===== config.mk =====
export PLATFORM = sky130hd
export DESIGN_NAME = fir_channel_scheduler
export DESIGN_NICKNAME = d
export VERILOG_FILES = /design/src/rtl/fir_channel_scheduler.sv
export SDC_FILE = /design/constraint.sdc
export NUM_CORES = 1
export LEC_CHECK = 0
export ABC_AREA = 1
export BUFFER_PORTS_ARGS = -buffer_cell sky130_fd_sc_hd__buf_2
export CORE_ASPECT_RATIO = 0.8
export CORE_MARGIN = 5
export CORE_UTILIZATION = 60
export CTS_BUF_LIST = sky130_fd_sc_hd__clkbuf_8
export DETAILED_ROUTE_END_ITERATION = 16
export PLACE_DENSITY_LB_ADDON = 0.3
export SLEW_MARGIN = 25
export SYNTH_ARGS = -nofsm -noshare
export SYNTH_HDL_FRONTEND = slang
export SYNTH_SLANG_ARGS = --single-unit

===== constraint.sdc =====
create_clock -name clk -period 6.6 [get_ports clk]
set_input_delay 0.33 -clock clk [delete_from_list [all_inputs] [get_ports clk]]
set_output_delay 0.33 -clock clk [all_outputs]
set_load 0.01 [all_outputs]

===== src/rtl/fir_channel_scheduler.sv =====
// Round-robin scheduler sharing one 3-tap FIR MAC across NUM_CH sample streams.
// Each channel owns a two-deep delay line; results leave on a valid/ready port tagged with the channel id.
module fir_channel_scheduler #(
    parameter int               NUM_CH    = 4,
    parameter int               OUT_SHIFT = 8,
    parameter logic signed [7:0] C0_RST   = 8'sd1,
    parameter logic signed [7:0] C1_RST   = 8'sd2,
    parameter logic signed [7:0] C2_RST   = 8'sd1
) (
    input  logic                clk,
    input  logic                rst,
    input  logic [NUM_CH*8-1:0] in_data,
    input  logic [NUM_CH-1:0]   in_valid,
    output logic [NUM_CH-1:0]   in_ready,
    output logic [7:0]          out_data,
    output logic [2:0]          out_ch,
    output logic                out_valid,
    input  logic                out_ready,
    input  logic                cfg_we,
    input  logic [1:0]          cfg_addr,
    input  logic [7:0]          cfg_data,
    input  logic                hist_clr
);

    localparam int CH_W = (NUM_CH > 2) ? $clog2(NUM_CH) : 1;

    typedef enum logic [2:0] {
        IDLE = 3'd0,
        MAC0 = 3'd1,
        MAC1 = 3'd2,
        MAC2 = 3'd3,
        OUT  = 3'd4
    } state_t;

    state_t             state_q;
    logic [CH_W-1:0]    rr_q;
    logic [CH_W-1:0]    g_q;
    logic [7:0]         x0_q;
    logic [7:0]         h1_q [NUM_CH];
    logic [7:0]         h2_q [NUM_CH];
    logic signed [7:0]  csh_q [3];
    logic signed [7:0]  cact_q [3];
    logic signed [17:0] acc_q;
    logic [7:0]         out_data_q;
    logic [2:0]         out_ch_q;
    logic               out_valid_q;
    logic               pend_q;

    logic               gfound_s;
    logic [CH_W-1:0]    gidx_s;
    logic [NUM_CH-1:0]  grant_s;
    logic [7:0]         gx_s;
    logic               hs_s;
    logic signed [7:0]  coef_s;
    logic [7:0]         opnd_s;
    logic signed [16:0] prod_s;
    logic signed [17:0] acc_d;
    logic [CH_W-1:0]    rr_d;

    // Rotating priority grant: the lower-pass fills in channels below rr, the upper pass overrides with those at/after rr.
    always_comb begin
        gfound_s = 1'b0;
        gidx_s   = {CH_W{1'b0}};
        for (int i = NUM_CH - 1; i >= 0; i--) begin
            if (in_valid[i] && (CH_W'(i) < rr_q)) begin
                gfound_s = 1'b1;
                gidx_s   = CH_W'(i);
            end else begin
                gfound_s = gfound_s;
            end
        end
        for (int i = NUM_CH - 1; i >= 0; i--) begin
            if (in_valid[i] && (CH_W'(i) >= rr_q)) begin
                gfound_s = 1'b1;
                gidx_s   = CH_W'(i);
            end else begin
                gfound_s = gfound_s;
            end
        end
        grant_s = {NUM_CH{1'b0}};
        gx_s    = 8'd0;
        for (int i = 0; i < NUM_CH; i++) begin
            grant_s[i] = (state_q == IDLE) && gfound_s && (gidx_s == CH_W'(i));
            gx_s       = gx_s | (in_data[8*i +: 8] & {8{grant_s[i]}});
        end
    end

    assign in_ready = grant_s;
    assign hs_s     = |(in_valid & grant_s);

    // Tap selection and accumulate; sign handling is done on explicit 17-bit operands so the bit pattern is exact.
    always_comb begin
        case (state_q)
            MAC0:    begin coef_s = cact_q[0]; opnd_s = x0_q;       end
            MAC1:    begin coef_s = cact_q[1]; opnd_s = h1_q[g_q];  end
            MAC2:    begin coef_s = cact_q[2]; opnd_s = h2_q[g_q];  end
            default: begin coef_s = 8'sd0;     opnd_s = 8'd0;       end
        endcase
        prod_s = {{9{coef_s[7]}}, coef_s} * {9'd0, opnd_s};
        acc_d  = (state_q == MAC0) ? {prod_s[16], prod_s} : acc_q + {prod_s[16], prod_s};
        rr_d   = (g_q == CH_W'(NUM_CH - 1)) ? {CH_W{1'b0}} : g_q + CH_W'(1'b1);
    end

    // Scheduler FSM, coefficient shadowing and per-channel delay lines.
    always_ff @(posedge clk) begin
        if (rst) begin
            state_q     <= IDLE;
            rr_q        <= {CH_W{1'b0}};
            g_q         <= {CH_W{1'b0}};
            x0_q        <= 8'd0;
            acc_q       <= 18'sd0;
            out_data_q  <= 8'd0;
            out_ch_q    <= 3'd0;
            out_valid_q <= 1'b0;
            pend_q      <= 1'b0;
            for (int i = 0; i < NUM_CH; i++) begin
                h1_q[i] <= 8'd0;
                h2_q[i] <= 8'd0;
            end
            csh_q[0]  <= C0_RST;
            csh_q[1]  <= C1_RST;
            csh_q[2]  <= C2_RST;
            cact_q[0] <= C0_RST;
            cact_q[1] <= C1_RST;
            cact_q[2] <= C2_RST;
        end else begin
            if (cfg_we) begin
                case (cfg_addr)
                    2'd0:    csh_q[0] <= $signed(cfg_data);
                    2'd1:    csh_q[1] <= $signed(cfg_data);
                    2'd2:    csh_q[2] <= $signed(cfg_data);
                    default: csh_q[0] <= csh_q[0];
                endcase
            end
            case (state_q)
                IDLE: begin
                    if (hs_s) begin
                        x0_q    <= gx_s;
                        g_q     <= gidx_s;
                        cact_q  <= csh_q;
                        pend_q  <= pend_q | hist_clr;
                        state_q <= MAC0;
                    end else if (hist_clr) begin
                        for (int i = 0; i < NUM_CH; i++) begin
                            h1_q[i] <= 8'd0;
                            h2_q[i] <= 8'd0;
                        end
                    end
                end
                MAC0: begin
                    acc_q   <= acc_d;
                    pend_q  <= pend_q | hist_clr;
                    state_q <= MAC1;
                end
                MAC1: begin
                    acc_q   <= acc_d;
                    pend_q  <= pend_q | hist_clr;
                    state_q <= MAC2;
                end
                MAC2: begin
                    acc_q       <= acc_d;
                    out_data_q  <= acc_d[OUT_SHIFT +: 8];
                    out_ch_q    <= 3'(g_q);
                    out_valid_q <= 1'b1;
                    pend_q      <= pend_q | hist_clr;
                    state_q     <= OUT;
                end
                OUT: begin
                    if (out_ready) begin
                        h2_q[g_q] <= h1_q[g_q];
                        h1_q[g_q] <= x0_q;
                        // A deferred clear lands after the update, so it wins.
                        if (pend_q || hist_clr) begin
                            for (int i = 0; i < NUM_CH; i++) begin
                                h1_q[i] <= 8'd0;
                                h2_q[i] <= 8'd0;
                            end
                        end
                        pend_q      <= 1'b0;
                        out_valid_q <= 1'b0;
                        rr_q        <= rr_d;
                        state_q     <= IDLE;
                    end else begin
                        pend_q <= pend_q | hist_clr;
                    end
                end
                default: state_q <= IDLE;
            endcase
        end
    end

    assign out_data  = out_data_q;
    assign out_ch    = out_ch_q;
    assign out_valid = out_valid_q;

endmodule


# Word level (Yosys, flattened, before mapping)
# Memory sizes are Yosys's and may differ from the RTL's. A register that Yosys moved wholly into a read port is not among the register bits.
# Index checks and enable logic that the tools add are counted.
[op_classes]
addsub = 2
multipliers = 1
order_cmp = 8
n_eq_ne = 20
mux = 70
bitwise = 49
n_reduce_logical = 31
[ops]
columns = ["operator", "n"]
rows = [
  ["2-to-1 mux 8 bit", 18],
  ["case mux 8 bit (3 select lines)", 2],
  ["AND 8 bit", 4],
  ["2-to-1 mux 2 bit", 15],
  ["2-to-1 mux 1 bit", 29],
  ["== test 2 bit (second input constant)", 12],
  ["bitwise OR 8 bit", 3],
  ["adder 18 bit", 1],
  ["2-to-1 mux 18 bit", 1],
  ["multiplier 8 x 9 -> 17 bit", 1],
  ["bitwise OR 1 bit", 17],
  ["AND 1 bit", 16],
  ["AND reduction 2 bit", 8],
  ["OR reduction 8 bit", 2],
  ["case mux 3 bit (5 select lines)", 1],
  ["logical AND 1 bit", 13],
  ["NOT 1 bit", 8],
  ["== test 3 x 2 -> 1 bit (second input constant)", 2],
  ["2-to-1 mux 3 bit", 2],
  ["AND 4 bit", 1],
  ["== test 2 x 1 -> 1 bit (second input constant)", 2],
  ["greater-or-equal comparator 1 x 2 -> 1 bit (first input constant)", 2],
  ["greater-or-equal comparator 2 bit (first input constant)", 2],
  ["logical NOT 2 bit", 2],
  ["14 further kinds", 17],
]
[word_totals]
regBits = 93
ramBits = 64
inputBits = 51
out_inout_bits = 16
wordCells = 198
memories = 2
[memory_table]
columns = ["name", "depth", "width", "read_ports", "rd_ports_with_merged_regs", "wr", "line", "text"]
rows = [
  ["h1_q", 4, 8, 1, 1, 4, "39", "logic [7:0] h1_q [NUM_CH];"],
  ["h2_q", 4, 8, 1, 1, 4, "40", "logic [7:0] h2_q [NUM_CH];"],
]

# Longest topological paths before layout
# Gate-level depths: netlist (run 1).
[logic_depth]
word_depth = 21
ltp_mapped = 43
mapped_depth_nobuf = 42

# Worst setup path after synthesis (run 1)
# No wires, ideal clock.
[synth_path]
path_type = "flip-flop to flip-flop"
from = "register state_q[0]"
to = "register acc_q[15]"
arrival_time_ps = 5751
required_ps = 6491
setup_slack_ps = 740
path_stages_with_launch = 37
synth_period_minus_slack_ps = 5860
path_cell_list = "dfxtp_1 inv_1 nor2_1 nand2_1 inv_2 buf_2 nand2_1 nand3_1 nand2_1 fa_1 fa_1 inv_1 fa_1 inv_1 fa_1 inv_1 ha_1 a21oi_1 o21ai_0 nand2_1 nand2_1 or2_2 nand2_1 inv_1 ha_1 nand2_1 nand2_1 nand2_1 nand2_1 a21oi_1 nand3_1 nand2_1 nor2_1 nand2_1 nand3_1 nand2_1 inv_1"
[synth_via]
elab_chain_len = 5
word_cells_on_any_way = 9
cone_classes = "1 x add/sub; 1 x mul; 3 x eq/ne; 3 x mux; 1 x reduce/logical"
[synth_rtl]
columns = ["item", "line", "text"]
rows = [
  ["start: declaration", "35", "state_t state_q;"],
  ["start signal: assignment", "107", "state_q <= IDLE;"],
  ["start signal: assignment", "142", "state_q <= MAC0;"],
  ["start signal: assignment", "153", "state_q <= MAC1;"],
  ["== test 3 x 2 -> 1 bit / == test 3 x 1 -> 1 bit (equally long branches)", "93, 135, 100", ""],
  ["case mux 8 bit (3 select lines)", "93", "case (state_q)"],
  ["multiplier 8 x 9 -> 17 bit", "99", "prod_s = {{9{coef_s[7]}}, coef_s} * {9'd0, opnd_s};"],
  ["adder 18 bit", "100", "acc_d = (state_q == MAC0) ? {prod_s[16], prod_s} : acc_q + {prod_s[16], prod_s};"],
  ["2-to-1 mux 18 bit", "100", ""],
  ["end signal: assignment", "111", "acc_q <= 18'sd0;"],
  ["end signal: assignment", "151", "acc_q <= acc_d;"],
  ["end signal: assignment", "156", "acc_q <= acc_d;"],
  ["end: declaration", "43", "logic signed [17:0] acc_q;"],
]
# Parallel ways exist; a longest one is shown, timed or not.
# A chain may end at the register's enable or synchronous reset.

==> impl_results.md, run 1 <==
* Global-route wire length before repair at roughly 42000 um
* Ys Warns at 0
* # Max-Cap Violations at 0
* Final Cycle Share at 94.5%
* Final Hold Fails at 0
* Clk sinks at 157
* Final setup skew at 0.0158 ns
* Die W at 155 um
* Sequential cell area fraction in the yosys report at a little over a third
* Relative slew margins at 38.9%
* Die ar. at 0.0196 sq mm
* Final wirelength at 25400 um
* Pwr Total at 4.13 mW
* Port Buf Inserts at 65
* Sw Share at 45.7%
* Fin util at 68.2%
* DPL Wire Length at 18600 um
* Setup tns final at 0 ns
* FF-to-FF End: acc_q[15]$_SDFFE_PP0P_
* Total GRT Usage at 25.8%
* Crit Path Class: register to register
* Largest net degree at the start of global routing at 56
* Fraction of layout cells with a size suffix above 1 at between 10% and 20%
* R2R Setup Slk at approximately 0.36 ns
* DRT iter0 DRCs at 932
* Required time of the critical path at 6.96 ns
* # DRC at 0
* Post-synth top flop: dfxtp_1
* Routed vias at 9158
* Total CTS buffers at 17
* Cell count after synthesis at 1405
* Layout Nets at 1626
* Register bit count reported by yosys at about 160
* CP peak stage delay at 0.55 ns
* Longest Clk Path Bufs at 2
* Outcome: finished, final reports clean
* DR pass1 iterations at 6
* Routed length per placed instance at about 15 um
* Worst vdd ir at 320 uV
* Final slew viol count at 0
* Die height at 126 um
* Part of the power in registers at 32.8%
* CP Launch Type: register
* Non-filler cells, final at 1712
* CP dominant cell by count: nand2_1
* Most frequent cells in the layout: nand2_1, inv_1, nor2_1
* Clock transition at path regs at around 0.08 ns
* Netlist cell types at 42
* Worst Hold Depth at 3
* Vias in the first global route at 8640
* Core area at 0.0166 sq mm
* CP arrival at 6.60 ns
* Antenna Nets Post-Route at 0
* Clock power share at 17.0%
* Post-synth EDFFs at 48
* Peak Freq at 160 MHz
* Crit path max fanout at 17
* CTS root buffer: clkbuf_8
* Setup Viol. Count Final at 0
* Synth Cell Area at 0.0102 sq mm
* WHS Endpoint: csh_q[9]$_SDFFE_PP1P_
* Worst hold path class: input pin to register
* Worst-case reg-to-reg path depth at 35
* Commonest non-fill, non-tap cell in the layout: nand2_1
* Initial antenna violation count at 0
* Power per cell area at 365 mW/mm^2
* Min-delay src: cfg_data[1]
* Layout area overhead at 11.5%
* Site row count at 42
* Number of antenna diodes at 0
* H-tree depth at 4
* Via/cell ratio at 5.35
* Slowest cell on the critical path: fa_1
* Switching power at 1.89 mW
* GR Overflow Total at 0
* CTS tree: yes
* Power share of the combinational group at 50.2%
* Clk Latency, worst-skew pair at 0.45 ns
* Worst Hold Slack at 0.122 ns
* Internal power at 2.24 mW
* IO Pins at 67
* Fill cells at 1448
* Gp weighted congestion at 0.957
* Syn nets at 1552
* Min Clock Period, post-route at 6.24 ns
* Lkg Pwr at around 6.0 nW
* Post-synth ARST share at 0%
* Placed cell count at 1673
* Initial core utilization at 61.1%
* Nature of the critical path endpoint: register
* Syn avg cell area at 7.22 sq um
* Worst-margin pin slew at 0.916 ns
## critical path: cells and delay by family, from the launching register on
family,cells,cell delay [ns]
flops,1,0.39
fa+ha+maj,6,2.73
simple gates,21,2.22
compound gates,1,0.14
buf+inv,7,0.66
## through the flow
stage	cell area (sq um)	setup slack (ns)
2_1_floorplan	10200	0.740
3_3_place_gp	10700	0.270
3_5_place_dp	10700	0.132
4_1_cts	11100	0.0984
5_1_grt	11300	-0.0119
6_report	11300	0.361
## how the worst max path moves through the flow
stage | start | to | slack [ns] | depth (start not counted)
global placement | state_q[0]$_SDFFE_PP0P_ | out_data[5]$_SDFFE_PP0P_ | 0.27 | 32
finish | register | acc_q[15]$_SDFFE_PP0P_ | 0.36 | 35
CTS | state_q[0]$_SDFFE_PP0P_ | acc_q[15]$_SDFFE_PP0P_ | 0.1 | 32
detailed placement | state_q[0]$_SDFFE_PP0P_ | out_data[7]$_SDFFE_PP0P_ | 0.13 | 37
global route | register | out_data[7]$_SDFFE_PP0P_ | -0.01 | 37
floorplan | state_q[0]$_SDFFE_PP0P_ | acc_q[15]$_SDFFE_PP0P_ | 0.74 | 36
## kinds of logic (layout without fill, tap and decap cells)
group | Yosys count | count (layout) | synth area share [%]
compound gates | 157 | 157 | 8.76
xor+xnor | 13 | 13 | 1.12
fa+ha+maj | 96 | 96 | 14.6
buf+inv | 253 | 340 | 9.73
flops | 157 | 157 | 35.7
other cells | 1 | 1 | 0.0369
simple gates | 728 | 728 | 30.0
## power groups by stage
| stage | Combinational (mW) | Sequential, mW | Clock [mW] |
|---|---|---|---|
| global route | 2.33 | 1.37 | 0.747 |
| finish | 2.07 | 1.35 | 0.703 |
| global placement | 1.91 | 1.36 | 0 |
| detailed placement | 1.96 | 1.37 | 0 |
| floorplan | 1.42 | 1.33 | 0 |
| CTS | 1.97 | 1.35 | 0.706 |
## layout make-up
class	instances	area (sq um)	area share [%]
Sequential cell	157	3630	32.0
Tap cell	220	275	2.43
Clock inverter	14	129	1.14
Inverter	213	807	7.13
Clock buffer	18	248	2.19
Multi-Input combinational cell	995	5660	50.0
Timing Repair Buffer	95	576	5.08
## metal layers
layer	vias to the layer above	global-route usage (%)	share of wire, %
li1	4556	-	-
met1	4253	39.2	47
met2	322	38.6	43
met3	27	4.43	8.3
met4	0	6.07	1.1
met5	-	0	0
## state kept, by name (all words and copies together) (netlist names), 3 cells and up, named ones only
| signal | cells |
|---|---|
| cact_q | 24 |
| x0_q | 8 |
| h1_q | 32 |
| out_data | 8 |
| csh_q | 24 |
| state_q | 3 |
| h2_q | 32 |
| acc_q | 16 |
## cell usage after synthesis, types with 5 or more instances
cell type | number | area share [%]
a21oi_1 | 74 | 3.6
a21oi_2 | 6 | 0.52
and2_1 | 5 | 0.31
buf_2 | 15 | 0.74
clkbuf_1 | 18 | 0.67
dfxtp_1 | 109 | 21
edfxtp_1 | 48 | 14
fa_1 | 38 | 7.5
ha_1 | 58 | 7.1
inv_1 | 202 | 7.5
inv_2 | 10 | 0.37
nand2_1 | 378 | 14
nand2_2 | 5 | 0.31
nand3_1 | 112 | 5.5
nand4_1 | 6 | 0.37
nor2_1 | 194 | 7.2
nor2_2 | 5 | 0.31
nor2_4 | 9 | 1.0
nor3_1 | 5 | 0.25
o21ai_0 | 58 | 2.9
o221ai_2 | 5 | 0.74
or2_2 | 5 | 0.31
xor2_1 | 9 | 0.78
## what timing repair did
action                                  4_1_cts  5_1_grt
gates resized for setup                       0       34
hold buffers                                  0        0
endpoints found under the hold margin         0        0
endpoints found under the setup margin        0       14
setup buffers                                 0        7
Note: power is estimated with default switching activity, not from simulation.
==> inputs of run 2 (changes only) <==
--- a/config.mk
+++ b/config.mk
@@ -9,10 +9,10 @@
 export BUFFER_PORTS_ARGS = -buffer_cell sky130_fd_sc_hd__buf_2
 export CORE_ASPECT_RATIO = 0.8
 export CORE_MARGIN = 5
-export CORE_UTILIZATION = 60
+export CORE_UTILIZATION = 30
 export CTS_BUF_LIST = sky130_fd_sc_hd__clkbuf_8
 export DETAILED_ROUTE_END_ITERATION = 16
-export PLACE_DENSITY_LB_ADDON = 0.3
+export PLACE_DENSITY = 0.57
 export SLEW_MARGIN = 25
 export SYNTH_ARGS = -nofsm -noshare
 export SYNTH_HDL_FRONTEND = slang
==> run 2 against run 1 <==
Net effect:
- largest power group unchanged
- first-iteration DRC count down 23%
- worst hold slack worse by 0.024 ns
- critical path type unchanged
- sequential power about the same
- die area rose by 92%
- fmax grew 0.61%
- clock power is 11% higher
- largest cell class unchanged
- design area is 3.6% higher
==> impl_results.md, run 2 (synthesized netlist as in run 1, its figures left out) <==
* Most frequent cells in the layout: nand2_1, inv_1, nor2_1
* Clock transition at path regs at 0.10 ns
* Final Cycle Share at about 94%
* Die W at 216 um
* Worst Hold Slack at 0.0978 ns
* Finished layout cell area at approximately 0.012 sq mm
* Register Area at roughly 0.0036 sq mm
* CTS root buffer: clkbuf_8
* Site row count at 60
* # DRC at 0
* Routed length per placed instance at 14.3 um
* Min-delay src: cfg_data[1]
* Total GRT Usage at roughly 15%
* FF-to-FF End: acc_q[15]$_SDFFE_PP0P_
* Outcome: finished, final reports clean
* Die height at 175 um
* Gp weighted congestion at 0.874
* DRT iter0 DRCs at 713
* Min Clock Period, post-route at 6.20 ns
* Largest net degree at the start of global routing at 56
* Power per cell area at 364 mW/mm^2
* Commonest non-fill, non-tap cell in the layout: nand2_1
* Vias in the first global route at 8935
* Final Hold Fails at 0
* GR Overflow Total at 0
* Fraction of layout cells with a size suffix above 1 at about 14%
* IO Pins at 67
* Worst Hold Depth at 3
* Layout area overhead at 15.5%
* H-tree depth at 4
* Number of antenna diodes at 0
* Multi-input gate area at approximately 0.0057 sq mm
* Lkg Pwr at 5.99 nW
* CP peak stage delay at 0.55 ns
* Crit Path Class: register to register
* Slowest cell on the critical path: fa_1
* Fin util at 35.0%
* R2R Setup Slk at 0.40 ns
* DPL Wire Length at 20500 um
* Final slew viol count at 0
* Longest Clk Path Bufs at 2
* Placed cell areas at 0.0111 sq mm
* Setup WS post-layout at 0.399 ns
* Layout Nets at 1634
* Worst hold path class: input pin to register
* Setup Viol. Count Final at 0
* Via/cell ratio at 4.67
* CP arrival at ~6.6 ns
* Worst-case reg-to-reg path depth at 30
* Total CTS buffers at 17
* Port Buf Inserts at 65
* Clk Latency, worst-skew pair at 0.47 ns
* Initial core utilization at 30.3%
* # Max-Cap Violations at 0
* Routed vias at 9023
* CP Launch Type: register
* Crit path max fanout at 16
* CP dominant cell by count: nand2_1
* Fill cells at 3548
* RSZ-0062 raised after global routing: true
* WHS Endpoint: csh_q[9]$_SDFFE_PP1P_
* Relative slew margins at 34.0%
* Worst vdd ir at around 170 uV
* Antenna Nets Post-Route at 0
* DR pass1 iterations at 5
* Final setup skew at 0.0219 ns
* Peak Freq at between 150 and 200 MHz
* Worst-margin pin slew at 0.989 ns
* CTS tree: yes
* Core area at roughly 0.033 sq mm
* Nature of the critical path endpoint: register
* Clk sinks at 157
* Final wirelength at 27600 um
* Global-route wire length before repair at 45700 um
* Pre-CTS setup slack at 0.0254 ns
* Initial antenna violation count at 0
* Die ar. at ~0.038 sq mm
* Required time of the critical path at approximately 7.0 ns
* Largest registers in the final layout: h1_q (32), h2_q (32)
-- run 2: changes by cell type in the layout (fill, tap and decap cells not counted), moves of 2 or more --
cell,change
clkinv_4,-2
o221ai_2,-2
o221ai_4,+2
clkinvlp_4,+2
dfxtp_1,-2
clkinv_2,-2
inv_6,+2
nor2_1,-2
inv_1,-5
nor2_2,+2
buf_4,+6
clkinv_8,+3
inv_8,+4
-- run 2: power by group --
part           internal [mW]  switching, mW  total [mW]
Clock                  0.330          0.447       0.777
Combinational          0.721           1.41        2.13
Sequential              1.22          0.131        1.35
-- run 2: layout make-up --
type                            count  area share, %
Sequential cell                   157           31.0
Tap cell                          434           4.63
Clock inverter                     14           1.44
Multi-Input combinational cell    995           48.3
Timing Repair Buffer              103           5.56
Clock buffer                       18           2.11
Inverter                          213           6.94
-- run 2: worst max-delay path: cells and delay by family (launching register included) --
family / cells / cell delay, ns
AOI/OAI and AO/OA: 3 / 0.57
xor gates and xnor gates: 1 / 0.30
adders and majority gates: 6 / 2.81
buffers and inverters: 6 / 0.57
DFF: 1 / 0.38
and+or+nand+nor: 14 / 1.46
-- run 2: worst max path at each step --
stage / slack, ns / end / depth (start not counted) / startpoint
floorplan: 0.74 / acc_q[15]$_SDFFE_PP0P_ / 36 / state_q[0]$_SDFFE_PP0P_
global placement: 0.12 / acc_q[15]$_SDFFE_PP0P_ / 35 / state_q[0]$_SDFFE_PP0P_
detailed placement: 0.03 / acc_q[15]$_SDFFE_PP0P_ / 37 / state_q[0]$_SDFFE_PP0P_
CTS: 0.07 / out_data[7]$_SDFFE_PP0P_ / 36 / state_q[0]$_SDFFE_PP0P_
global route: -0.02 / acc_q[15]$_SDFFE_PP0P_ / 39 / register
finish: 0.40 / acc_q[15]$_SDFFE_PP0P_ / 30 / register
-- run 2: metrics by stage --
stage / setup TNS [ns] / instances / total power, mW
floorplan: 0 / 1405 / 2.75
global placement: 0 / 1895 / 3.39
detailed placement: 0 / 1895 / 3.41
CTS: 0 / 1927 / 4.20
global route: -0.0156 / 1934 / 4.63
finish: 0 / 1934 / 4.26
-- run 2: layer usage --
layer	track usage [%]	wire [um]	vias up
li1	-	-	4583
met4	3.63	446	0
met1	21.4	14200	4221
met3	2.47	1120	34
met2	23.0	11900	185
met5	0	0	-
-- run 2: timing repair --
| action | CTS | global route |
|---|---|---|
| pin swaps | 0 | 6 |
| hold buffers | 0 | 0 |
| endpoints found under the setup margin | 2 | 16 |
| gates resized for setup | 1 | 39 |
| buffers inserted | 0 | 7 |
==> inputs of run 3 (changes only) <==
--- a/config.mk
+++ b/config.mk
@@ -5,7 +5,6 @@
 export SDC_FILE = /design/constraint.sdc
 export NUM_CORES = 1
 export LEC_CHECK = 0
-export ABC_AREA = 1
 export BUFFER_PORTS_ARGS = -buffer_cell sky130_fd_sc_hd__buf_2
 export CORE_ASPECT_RATIO = 0.8
 export CORE_MARGIN = 5
==> run 3 against run 2 <==
Net effect:
- the run now ends with negative setup slack left
- sequential power shrank 11%
- combinational power grew 7%
- register-to-register slack lost 0.67 ns
- cell count shrank 14%
- worst hold slack lost 0.0087 ns
- clock power shrank 12%
- clock-buffer cell count grew 2
- clock skew shrank 0.0042 ns
- design area grew 5.5%
- die area shrank 2.5%
==> impl_results.md, run 3 <==
* Outcome: finished, violations left
* Violated checks: negative setup slack
* Die W at 213 um
* Layout area overhead at 25.2%
* Total GRT Usage at 14.1%
* Ranking of synthesized cells by area: dfxtp_1, edfxtp_1, fa_1, ha_1, nor2_1
* Post-synth top flop: dfxtp_1
* Final Cycle Share at 104%
* Most instantiated cells after synthesis: nor2_1, nand2_1, dfxtp_1
* DPL Wire Length at 18200 um
* Setup tns final at -0.630 ns
* Die ar. at 0.0367 sq mm
* CP peak stage delay at 0.55 ns
* Post-synth top area cell: dfxtp_1
* Largest registers in the final layout: h1_q (32), h2_q (32)
* Crit Path Class: register to register
* Gp weighted congestion at 0.800
* CTS tree: yes
* Adder-Cell Fraction of Synth Area at 15.0%
* Peak Freq at 145 MHz
* Mux contribution to synthesized area at under 10%
* Slowest cell on the critical path: or4_4
* Min-delay src: cfg_data[0]
* Initial core utilization at 30.4%
* Syn nets at 1231
* WHS Endpoint: csh_q[16]$_SDFFE_PP1P_
* Global-route wire length before repair at 42100 um
* Setup WS post-layout at -0.273 ns
* Clk Latency, worst-skew pair at around 0.46 ns
* Final setup skew at 0.0177 ns
* Worst Hold Slack at 0.0891 ns
* Post-CTS Hold Buffers at 0
* Antenna Nets Post-Route at 0
* Ys Warns at 0
* Total CTS buffers at 17
* Worst vdd ir at 156 uV
* Routed vias at 8109
* Layout Nets at 1363
* Nature of the critical path endpoint: register
* H-tree depth at 4
* RSZ-0062 raised after global routing: true
* Post-synth ARST share at 0%
* DRT iter0 DRCs at 435
* Fraction of the mapped netlist area in compound gates at 12.3%
* CTS root buffer: clkbuf_8
* Post-synth EDFFs at 48
* Final wirelength at 25800 um
* Clock transition at path regs at ~0.1 ns
* # DRC at 0
* CP arrival at 7.25 ns
* Clk sinks at 157
* Min Clock Period, post-route at 6.87 ns
* FF-to-FF End: out_data[7]$_SDFFE_PP0P_
* Worst Hold Depth at 2
* Final Hold Fails at 0
* CP dominant cell by count: fa_1
* Routed length per placed instance at 15.6 um
* Combinational family with the most area after synthesis: simple AND/OR/NAND/NOR gates
* Relative slew margins at a little over a quarter
* Post-Synth Simple-Gate Area at a little under a fifth
* Setup Viol. Count Final at 4
* Core area at 0.0325 sq mm
* Power per cell area at ~340 mW/mm^2
* Initial antenna violation count at 0
* Via/cell ratio at 4.90
* Netlist cell types at 56
* Lkg Pwr at 5.31 nW
* Longest Clk Path Bufs at 2
* R2R Setup Slk at -0.27 ns
* GR Overflow Total at 0
* Port Buf Inserts at 65
* Commonest non-fill, non-tap cell in the layout: nor2_1
* Cell count after synthesis at 1084
* Crit path max fanout at 8
* Number of antenna diodes at 0
* Final slew viol count at 0
* Area share of the largest cell type after synthesis at 22.1%
* Synth Area in XOR/XNOR at 1.95%
* Fraction of layout cells with a size suffix above 1 at 29.6%
* Worst-case reg-to-reg path depth at 30
* Sequential cell area fraction in the yosys report at a little under two fifths
* # Max-Cap Violations at 0
* Site row count at ~60
* Register bit count reported by yosys at 157
* CP Launch Type: register
* Worst hold path class: input pin to register
* IO Pins at 67
* Most common cell in the netlist: nor2_1
* DR pass1 iterations at 5
* Most frequent cells in the layout: nor2_1, nand2_1, dfxtp_1
* Worst-margin pin slew at 1.09 ns
* Syn avg cell area at 9.12 sq um
* Die height at between 150 and 200 um
* Required time of the critical path at 6.98 ns
* Largest net degree at the start of global routing at 94
* Vias in the first global route at 8106
* Synth Cell Area at 0.00988 sq mm
## run 3: cells by family after synthesis
kind of cell / count (synthesis)
compound gates: 187
flops: 157
mux: 69
xor+xnor: 22
simple gates: 408
other cells: 1
buf+inv: 144
fa+ha+maj: 96
## run 3: power by group
group          leakage (nW)  switching [mW]  internal, mW  total, mW
clock network         0.192           0.390         0.294      0.684
registers              1.39          0.0872          1.11       1.20
logic                  3.74            1.23          1.05       2.27
## run 3: how the worst max path moves through the flow
stage | depth (start not counted) | slack [ns] | start | to
finish | 30 | -0.27 | register | out_data[7]$_SDFFE_PP0P_
global route | 32 | -0.53 | register | acc_q[15]$_SDFFE_PP0P_
CTS | 29 | -0.20 | register | out_data[7]$_SDFFE_PP0P_
detailed placement | 30 | -0.34 | register | out_data[7]$_SDFFE_PP0P_
global placement | 30 | -0.26 | register | out_data[7]$_SDFFE_PP0P_
floorplan | 27 | 0.02 | register | acc_q[15]$_SDFFE_PP0P_
## run 3: critical path, delay by kind of cell (launching register included)
| family | cells | cell delay [ns] |
|---|---|---|
| AND/OR/NAND/NOR | 6 | 1.09 |
| flip-flops | 1 | 0.35 |
| multiplexers | 2 | 0.80 |
| buffers and inverters | 6 | 0.64 |
| adder cells (fa/ha/maj) | 6 | 2.41 |
| AO/OA/AOI/OAI | 10 | 1.50 |
## run 3: final cells by class
cell class	instances	area (sq um)
fill	3280	20100
clock buffer	20	275
sequential	157	3620
tap	427	534
timing repair buffer	184	1350
clock inverter	11	82.6
multi-input combinational	783	6240
inverter	73	274
## run 3: metal layers
layer / vias up / share of wire, % / GRT usage (%)
met5: - / 0 / 0
li1: 3977 / - / -
met3: 21 / 4.1 / 2.12
met4: 0 / 1.3 / 3.76
met2: 150 / 46 / 22.3
met1: 3961 / 49 / 20.3
## run 3: per-stage QoR
stage	area (sq um)	utilization, %	setup slack (ns)	cells	power, mW
2_1_floorplan	10000	-	0.0203	1084	2.45
3_3_place_gp	11300	34.7	-0.260	1593	3.11
3_5_place_dp	11300	34.7	-0.341	1593	3.12
4_1_cts	11900	36.6	-0.199	1637	3.94
5_1_grt	12400	38.1	-0.525	1655	4.45
6_report	12400	38.1	-0.273	1655	4.15
## run 3: timing repair
action / in CTS / in global routing
pin swaps: 46 / 49
setup buffers: 13 / 17
gates resized for setup: 43 / 66
setup endpoints to repair: 12 / 15
